### config.mk
export PLATFORM = sky130hd
export DESIGN_NAME = isa_fetch_cache
export DESIGN_NICKNAME = d
export VERILOG_FILES = /design/src/rtl/isa_cache_pkg.sv /design/src/rtl/isa_line_ram.sv /design/src/rtl/isa_fetch_cache.sv
export SDC_FILE = /design/constraint.sdc
export NUM_CORES = 2
export LEC_CHECK = 0
export BUFFER_PORTS_ARGS = -buffer_cell sky130_fd_sc_hd__buf_2
export CAP_MARGIN = 20
export CORE_ASPECT_RATIO = 0.75
export CORE_MARGIN = 2
export CORE_UTILIZATION = 50
export DETAILED_ROUTE_END_ITERATION = 7
export PLACE_DENSITY_LB_ADDON = 0.05
export SYNTH_ARGS = -nofsm -noshare
export SYNTH_HDL_FRONTEND = slang
export SYNTH_HIERARCHICAL = 1
export SYNTH_SLANG_ARGS = --single-unit
### constraint.sdc
create_clock -name clk -period 5.2 [get_ports clk]
set_clock_uncertainty 0.1 [all_clocks]
set_input_delay 1.04 -clock clk [delete_from_list [all_inputs] [get_ports clk]]
set_output_delay 1.04 -clock clk [all_outputs]
set_load 0.01 [all_outputs]
### src/rtl/isa_cache_pkg.sv
// isa_cache_pkg: shared state encoding and width constants for the instruction fetch cache
package isa_cache_pkg;
  typedef enum logic [2:0] {S_INIT, S_IDLE, S_REQ, S_FILL, S_RESP} state_t;
  localparam int LEN_W = 10;
  function automatic int off_w(input int depth);
    return depth > 1 ? $clog2(depth) : 1;
  endfunction
  localparam int OFF_W = off_w(72);
endpackage

### src/rtl/isa_line_ram.sv
// isa_line_ram: single-window instruction storage, one write port and one registered read port
module isa_line_ram
  import isa_cache_pkg::*;
#(
  parameter int DEPTH = 72,
  parameter int WIDTH = 30,
  parameter int AW = OFF_W
) (
  input  logic             clk,
  input  logic             rst,
  input  logic             we,
  input  logic [AW-1:0]    waddr,
  input  logic [WIDTH-1:0] wdata,
  input  logic             re,
  input  logic [AW-1:0]    raddr,
  output logic [WIDTH-1:0] rdata
);
  logic [WIDTH-1:0] mem [DEPTH];
  // storage write, deliberately without reset
  always_ff @(posedge clk)
    if (we) mem[waddr] <= wdata;
  // read register only updates on an actual read so returned data stays stable
  always_ff @(posedge clk or posedge rst)
    if (rst) rdata <= '0;
    else if (re) rdata <= mem[raddr];
endmodule

### src/rtl/isa_fetch_cache.sv
// isa_fetch_cache: one-window instruction cache that refills from a DDR burst on a miss
module isa_fetch_cache
  import isa_cache_pkg::*;
#(
  parameter int DDR_ADDR_WIDTH = 28,
  parameter int ISA_WIDTH = 30,
  parameter int ISA_DEPTH = 72,
  parameter int ADDR_SHIFT = 3
) (
  input  logic                      clk,
  input  logic                      rst,
  input  logic                      init_calib_complete,
  input  logic                      fetch_req,
  input  logic [DDR_ADDR_WIDTH-1:0] fetch_addr,
  output logic                      fetch_ready,
  output logic                      fetch_valid,
  output logic [ISA_WIDTH-1:0]      fetch_data,
  input  logic                      flush,
  output logic                      ISA_read_req,
  output logic [DDR_ADDR_WIDTH-1:0] ISA_read_addr,
  output logic [LEN_W-1:0]          isa_read_len,
  input  logic [ISA_WIDTH-1:0]      instruction_to_cache,
  input  logic                      rd_burst_data_valid
);
  localparam int OW = off_w(ISA_DEPTH);
  state_t state;
  logic valid, flush_pending, hit, we, re, last;
  logic [DDR_ADDR_WIDTH-1:0] base, miss_addr, diff;
  logic [OW-1:0] fill_cnt, raddr;
  assign isa_read_len = LEN_W'(ISA_DEPTH);
  // hit test uses a full-width unsigned offset; the >= guard prevents wrap-around hits
  always_comb begin
    diff = fetch_addr - base;
    hit = valid && fetch_addr >= base && diff < DDR_ADDR_WIDTH'(ISA_DEPTH);
    last = fill_cnt == OW'(ISA_DEPTH - 1);
    we = rd_burst_data_valid && (state == S_REQ || state == S_FILL);
    re = state == S_RESP || (state == S_IDLE && fetch_req && hit);
    raddr = state == S_RESP ? '0 : diff[OW-1:0];
  end
  isa_line_ram #(.DEPTH(ISA_DEPTH), .WIDTH(ISA_WIDTH), .AW(OW)) u_ram (
    .clk(clk), .rst(rst), .we(we), .waddr(fill_cnt), .wdata(instruction_to_cache),
    .re(re), .raddr(raddr), .rdata(fetch_data)
  );
  // control FSM with registered handshake and DDR request outputs
  always_ff @(posedge clk or posedge rst)
    if (rst) begin
      state <= S_INIT;
      fetch_ready <= 1'b0;
      fetch_valid <= 1'b0;
      ISA_read_req <= 1'b0;
      ISA_read_addr <= '0;
      valid <= 1'b0;
      flush_pending <= 1'b0;
      base <= '0;
      miss_addr <= '0;
      fill_cnt <= '0;
    end else begin
      fetch_valid <= 1'b0;
      case (state)
        S_INIT: if (init_calib_complete) begin
          state <= S_IDLE;
          fetch_ready <= 1'b1;
        end
        S_IDLE: begin
          if (flush) valid <= 1'b0;
          if (fetch_req && hit) fetch_valid <= 1'b1;
          else if (fetch_req) begin
            miss_addr <= fetch_addr;
            ISA_read_addr <= fetch_addr << ADDR_SHIFT;
            ISA_read_req <= 1'b1;
            fill_cnt <= '0;
            fetch_ready <= 1'b0;
            state <= S_REQ;
          end
        end
        S_REQ, S_FILL: begin
          if (flush) flush_pending <= 1'b1;
          if (rd_burst_data_valid) begin
            ISA_read_req <= 1'b0;
            fill_cnt <= fill_cnt + OW'(1);
            state <= last ? S_RESP : S_FILL;
            if (last) begin
              base <= miss_addr;
              valid <= !(flush_pending || flush);
            end
          end
        end
        S_RESP: begin
          if (flush) valid <= 1'b0;
          fetch_valid <= 1'b1;
          fetch_ready <= 1'b1;
          flush_pending <= 1'b0;
          state <= S_IDLE;
        end
        default: state <= S_INIT;
      endcase
    end
endmodule

Yosys cells after proc, flatten, opt, wreduce, memory -nomap -nowiden
Memories as Yosys holds them, arrays and structs flattened. A register that Yosys moved wholly into a read port is not among the register bits. Cells that the tools add are included.

$add $sub $neg: 2. Magnitude comparators: 2. Equality and inequality tests: 12. Multiplexer cells: 29. Bitwise gates (word level): 1. Reductions and logical operators: 24.

Operators by type and width (number): $ge A28 B28 Y1 (1); $lt A28 B7 Y1 const B (1); $mux W7 (4); $sub A28 B28 Y28 (1); $reduce_and A4 Y1 (4); $mux W3 (5); $pmux W7 S2 (1); $mux W1 (13); $ne A2 B2 Y1 const B (6); $pmux W3 S4 (1); $pmux W1 S2 (4); $add A7 B1 Y7 const B (1); $eq A7 B7 Y1 const B (1); $eq A3 B2 Y1 const B (2); $logic_and A1 B1 Y1 (6); $reduce_and A3 Y1 (2); $reduce_bool A2 Y1 (3); $reduce_or A2 Y1 (2); $eq A3 B1 Y1 const B (1); $eq A3 B3 Y1 const B (1); $logic_not A3 Y1 (1); $logic_or A1 B1 Y1 (3); $pmux W1 S3 (1); $reduce_bool A3 Y1 (1); other kinds (4) (4).

Register bits: 96. Memory bits (writable): 2160. Bits of input ports: 64. Output and inout port bits: 71. Logic and storage cells: 81. Memories kept: 1.

Memories: u_ram.mem (words 72, width 30, read ports 1, clocked after memory_dff 1, write ports 1, RTL line isa_line_ram.sv:18) `logic [WIDTH-1:0] mem [DEPTH];`.

Depth between registers and ports, before layout
Word-level depth: 6. Gate-level depth with buffers: 20. Gate-level depth less buffers: 19.

Cells and area by module
The synthesis kept the hierarchy.

By module, submodules not included: isa_line_ram (times used 1, cells each 3753, area each 83699.0 µm², seq. area each 65612.9 µm²); isa_fetch_cache (times used 1, cells each 569, area each 4973.5 µm², seq. area each 1776.7 µm²).

Least setup slack after synthesis
OpenSTA, ideal clock, no wires.

Path type: input -> register. Start point: input port fetch_addr[0]. End point: register u_ram.rdata[12] (read register of u_ram.mem). Setup time: 0.116 ns. Arrival: 4.706 ns. Required time: 4.984 ns. Path slack: 0.279 ns. Stages: 20. Path buffers: 2. Cell sequence: inv_1 > ha_1 > inv_1 > fa_1 > a211o_1 > a221o_1 > a21boi_1 > nor2_1 > a211oi_1 > nor4b_1 > nand4_1 > nor4_4 > nand2_1 > o21bai_1 > clkbuf_1 > clkbuf_1 > nor2_1 > nor3_1 > o211ai_1 > o311ai_0.

Longest elaborated chain between the ends: 5. Elaborated cells on any way between the ends: 8. Classes of those cells: add/sub: 1; order compare: 2; mux: 1; reduce/logical: 4.

RTL lines: start: declaration (RTL line isa_fetch_cache.sv:14) `input logic [DDR_ADDR_WIDTH-1:0] fetch_addr,`; $sub A28 B28 Y28 / $ge A28 B28 Y1 (equally long branches) (RTL line isa_fetch_cache.sv:33, isa_fetch_cache.sv:34); $lt A28 B7 Y1 / $logic_and A1 B1 Y1 (equally long branches) (RTL line isa_fetch_cache.sv:34) `hit = valid && fetch_addr >= base && diff < DDR_ADDR_WIDTH'(ISA_DEPTH);`; $logic_and A1 B1 Y1 * (RTL line isa_fetch_cache.sv:34); $logic_and A1 B1 Y1 * (RTL line isa_fetch_cache.sv:37) `re = state == S_RESP || (state == S_IDLE && fetch_req && hit);`; $logic_or A1 B1 Y1 * (RTL line isa_fetch_cache.sv:37); net re (RTL line isa_fetch_cache.sv:27) `logic valid, flush_pending, hit, we, re, last;`; end: declaration (RTL line isa_line_ram.sv:16) `output logic [WIDTH-1:0] rdata`.

The timed path passes the listed nets; every way through them passes the cells marked *. A chain may end at the register's enable or synchronous reset.

Final worst setup path
Start point: register base[0]. End point: register u_ram.rdata[11] (read register of u_ram.mem).

Longest elaborated chain between the ends: 5. Elaborated cells on any way between the ends: 8. Classes of those cells: add/sub: 1; order compare: 2; mux: 1; reduce/logical: 4.

RTL lines: start: declaration (RTL line isa_fetch_cache.sv:28) `logic [DDR_ADDR_WIDTH-1:0] base, miss_addr, diff;`; start signal: assignment (RTL line isa_fetch_cache.sv:83) `base <= miss_addr;`; $sub A28 B28 Y28 / $ge A28 B28 Y1 (equally long branches) (RTL line isa_fetch_cache.sv:33, isa_fetch_cache.sv:34); $lt A28 B7 Y1 / $logic_and A1 B1 Y1 (equally long branches) (RTL line isa_fetch_cache.sv:34); $logic_and A1 B1 Y1 * (RTL line isa_fetch_cache.sv:34); $logic_and A1 B1 Y1 * (RTL line isa_fetch_cache.sv:37); $logic_or A1 B1 Y1 * (RTL line isa_fetch_cache.sv:37); net re (RTL line isa_fetch_cache.sv:27).

Marks and branches as above.

==> results.md <==
Drt:
- The detailed-routed wire length on met2 is 117000 um.
- The met1 wire length is 115000 um.
- The via count of the routed design is 47422.
- The uppermost signal routing layer after detailed routing is met5.
- The average wire per cell in the routed design is 36.1 um.
- Wire segments on met3 add up to 28900 um in the final route.
- The detail route stage leaves a number of antenna-violating nets equal to 0.
- The DRC violation count after routing is 0.
- The number of DRC markers after the initial detailed-route iteration is 6987.
- The routed via count divided by cell count is 6.42.
- The pre-antenna-repair detailed-routing pass consisted of 6 iterations.
- Wires add up to 266000 um.

Setup path:
- The library cell contributing the largest single delay on the critical path is sky130_fd_sc_hd__a2111oi_0.
- In this run the worst path has a maximum fanout of 5.
- The data required time at the worst endpoint is 5.83 ns.
- The worst setup path is of the register to register kind.
- The reg-to-reg setup timing slack is 0.33 ns.
- The category of cells accounting for the largest share of critical-path delay is compound AO/OA/AOI/OAI gates.
- Together, buffers and inverters on the worst path number 4.
- The stage delay of the slowest cell on the critical path is 0.54 ns.
- STA puts the critical path data arrival time at 5.50 ns.
- The worst setup path is launched from a register.
- The critical path capture point type is a register.
- The signal on the critical path passes through ha_1 > inv_1 > fa_1 > a211o_1 > a221o_1 > a21boi_1 > nor2_1 > buf_4 > a31oi_1 > a21oi_1 > or3_1 > a21oi_1 > nand2_1 > o21bai_2 > buf_12 > nor2b_1 > nand2_1 > a2111oi_0 > buf_4 > nor3_1.

CTS:
- The post-CTS clock slew at the launch and capture registers of the worst setup and hold paths is 0.06 ns.
- The H-tree was split into 4 levels.
- The number of clock buffers inserted by TritonCTS is 213.
- For this design, the sink count on the clock tree is 2261.
- The TritonCTS clock tree is yes.
- The insertion delay to the later sink of the worst-skew pair is 0.86 ns.
- CTS placed an instance of sky130_fd_sc_hd__clkbuf_16 at the clock tree root.
- In this run the deepest clock path goes through 3 buffers.

Yosys:
- Of all flip-flops after synthesis, the portion carrying an async set or reset was 4.47%.
- The mean cell area of the mapped netlist is 20.5 sq um.
- The number of synthesized flops with an enable pin is 2160.
- In the synthesized netlist the dominant register cell turns out to be sky130_fd_sc_hd__edfxtp_1.
- After synthesis the cells add up to 88700 sq um.
- The Yosys step of the flow raised 6 warnings.
- In the synthesized netlist, the number of instances is 4322.
- Counting distinct cell types in the post-synthesis netlist gives 82.
- The synthesized flop and latch total is 2261.
- Of the synthesized area, sequential elements account for 76.0%.

Placed design:
- The cell area after placement is 95300 sq um.
- The weighted congestion reported at the end of routability-driven placement is 0.933.
- Summed over all nets, the half-perimeter wirelength after detailed placement is 172000 um.
- During placement, the flow inserted port buffers numbering 121.
- At the placement stage, the worst setup path has a slack of -0.404 ns.

Power:
- Net switching is 24.4% of the power.
- The combinational share of power is 10.4%.
- The power density over the cells is 396 nW/um^2.
- The switching power is 9.86 mW.
- Sequential cells account for 51.3% of the total power.
- The worst-case IR drop observed on VDD is 362 uV.
- The leakage component of the power is 33.6 nW.
- Cell internal power was estimated by the tool at 30.6 mW.
- The clock network burns 38.3% of the power.

Timing:
- For the final routed database, the setup TNS stands at 0 ns.
- Setup repair after global routing left no endpoint under its margin.
- The worst pin sits at a relative slew slack of 26.5%.
- The number of hold violations in the final report was 0.
- The clock period could shrink to 4.87 ns.
- The final-report max-slew violation count was 0.
- For the pin with the worst max-slew slack, the measured transition is 1.10 ns.
- Setup violations remaining at the end of the flow were counted as 0.
- The timing-limited maximum frequency is 205 MHz.
- After layout, the worst setup slack is 0.326 ns.
- The share of the clock period used by the worst path after layout is 93.7%.

Floorplanning:
- The core region is 176000 sq um.
- The die covers 181000 sq um.
- For this configuration, the core starts out at a cell density of 50.5%.
- The number of rows created at floorplan is 133.
- The die is 490 um wide.
- The number of placed I/O pins is 135.
- The die is 369 um tall.

Global routing:
- The number of global-route vias before repair is 44961.
- The first global-routing pass estimated 369000 um of wire.
- The initial antenna violation count was 21.
- Entering global routing, the biggest net connects 73 pins.
- The total global-route track usage is 29.5%.
- Global routing finished with a remaining overflow of 0.

Run status:
- The run finished with clean final reports.

Layout:
- The library cells used most frequently in the layout, excluding fill and tap cells, are sky130_fd_sc_hd__edfxtp_1, sky130_fd_sc_hd__mux4_2, sky130_fd_sc_hd__buf_4, sky130_fd_sc_hd__clkbuf_16, sky130_fd_sc_hd__nand2_1.
- The finished cells cover 102000 sq um.
- The post-route netlist has 30.5% of its cells at a drive strength greater than 1.
- The leading cell type in the layout, fill and taps excluded is sky130_fd_sc_hd__edfxtp_1.
- The synthesis-to-finish area growth is 15.3%.
- The number of nets at the end of the flow is 4932.

Job:
- Across the run, the number of max-cap violations was 0.

Min path:
- The worst hold path belongs to the class input pin to async pin.
[final timing paths]
check | to | startpoint | depth (start not counted)
hold / removal | miss_addr[2] | rst | 2
setup / recovery | u_ram/rdata[11] | base[0] | 20
max in group asynchronous | base[20] | rst | 3
hold reg to reg | base[25] | miss_addr[25] | 2
min in group clk | valid | flush | 2
setup reg to reg | u_ram/rdata[11] | base[0] | 20
[kinds of logic (layout without fill, tap and decap cells)]
| kind of cell | after synthesis | count (layout) | share of synthesized area, % |
|---|---|---|---|
| buffers and inverters | 309 | 998 | 1.79 |
| DFF | 2261 | 2261 | 76.0 |
| other | 2 | 14 | 0.00847 |
| adders and majority gates | 30 | 30 | 0.432 |
| AOI/OAI and AO/OA | 454 | 454 | 3.47 |
| muxes | 703 | 703 | 15.2 |
| and+or+nand+nor | 541 | 541 | 2.88 |
| xor gates and xnor gates | 22 | 22 | 0.217 |
[cell type report]
type,count,area (sq um)
clock buffers,260,5590
inverters,49,185
diodes,1,2.50
flip-flops and latches,2261,67400
multi-input cells,1763,20400
repair buffers,550,4460
well taps,2362,2960
clock inverters,139,1310
fillers,13112,73500
[flip-flops by register name (all words and copies together), names as in the netlist]
register,cells
state,3
fill_cnt,7
fetch_valid,1
ISA_read_req,1
u_ram/rdata,30
valid,1
flush_pending,1
fetch_ready,1
base,28
u_ram/mem,2160
miss_addr,28
[Yosys cell counts, drive strengths merged (4+ instances only)]
| master | count | area (sq um) |
|---|---|---|
| or3 | 5 | 31.3 |
| a31oi | 21 | 131 |
| a2111oi | 15 | 131 |
| a211oi | 24 | 185 |
| nand2 | 162 | 608 |
| dfrtp | 101 | 2530 |
| a22oi | 59 | 443 |
| and2 | 8 | 50.1 |
| nor2b | 39 | 244 |
| o21a | 9 | 67.6 |
| inv | 48 | 180 |
| o32ai | 5 | 43.8 |
| ha | 29 | 363 |
| and3 | 6 | 37.5 |
| buf | 163 | 1040 |
| mux2i | 137 | 1370 |
| nand3 | 50 | 250 |
| or2 | 7 | 43.8 |
| mux2 | 62 | 736 |
| a21o | 7 | 52.6 |
| xnor2 | 13 | 114 |
| xor2 | 9 | 78.8 |
| mux4 | 504 | 11400 |
| a21oi | 63 | 319 |
| o2bb2ai | 5 | 43.8 |
| nor3b | 5 | 42.5 |
| o22ai | 57 | 357 |
| o31ai | 4 | 30.0 |
| o21ai | 93 | 465 |
| or3b | 4 | 35.0 |
| o311ai | 4 | 35.0 |
| a221oi | 31 | 284 |
| nand4 | 15 | 93.8 |
| nor4 | 14 | 103 |
| o211ai | 16 | 120 |
| edfxtp | 2160 | 64900 |
| nand3b | 8 | 60.1 |
| o21bai | 4 | 30.0 |
| nor3 | 37 | 185 |
| nor2 | 152 | 573 |
| o221ai | 9 | 85.1 |
| clkbuf | 97 | 364 |
| nand2b | 21 | 131 |
| a32oi | 5 | 43.8 |
[worst register-to-register path: cells and delay by family, from the launching register on]
kind	cells	cell delay [ns]
compound gates	8	2.16
simple gates	6	0.98
fa+ha+maj	2	0.58
buf+inv	4	0.56
flops	1	0.41
[metal layers]
metal / up-vias / GRT usage, %
met5: - / 0
met4: 12 / 6.30
met3: 327 / 6.93
met2: 2620 / 42.6
met1: 25503 / 46.2
li1: 18960 / -
[through the flow]
step	std cells	power [mW]	util (%)	hold slack, ns
2_1_floorplan	4333	23.2	-	0.346
3_3_place_gp	6985	25.3	54.3	0.361
3_5_place_dp	6985	25.3	54.3	0.368
4_1_cts	7384	40.7	58.2	0.147
5_1_grt	7384	41.6	58.2	0.158
6_report	7385	40.5	58.2	0.169
[repair_timing]
item / in CTS / in global routing
hold buffers: 0 / 0
setup buffers: 0 / 0
endpoints found under the setup margin: 0 / 1
resized for setup: 0 / 1
[power groups by stage]
stage	combinational, mW	clock [mW]	sequential, mW
global route	4.36	16.4	20.8
floorplan	2.10	0	21.1
global placement	4.16	0	21.1
CTS	4.18	15.7	20.8
detailed placement	4.17	0	21.1
finish	4.21	15.5	20.8
No activity file was read; power rests on OpenSTA's default activity.
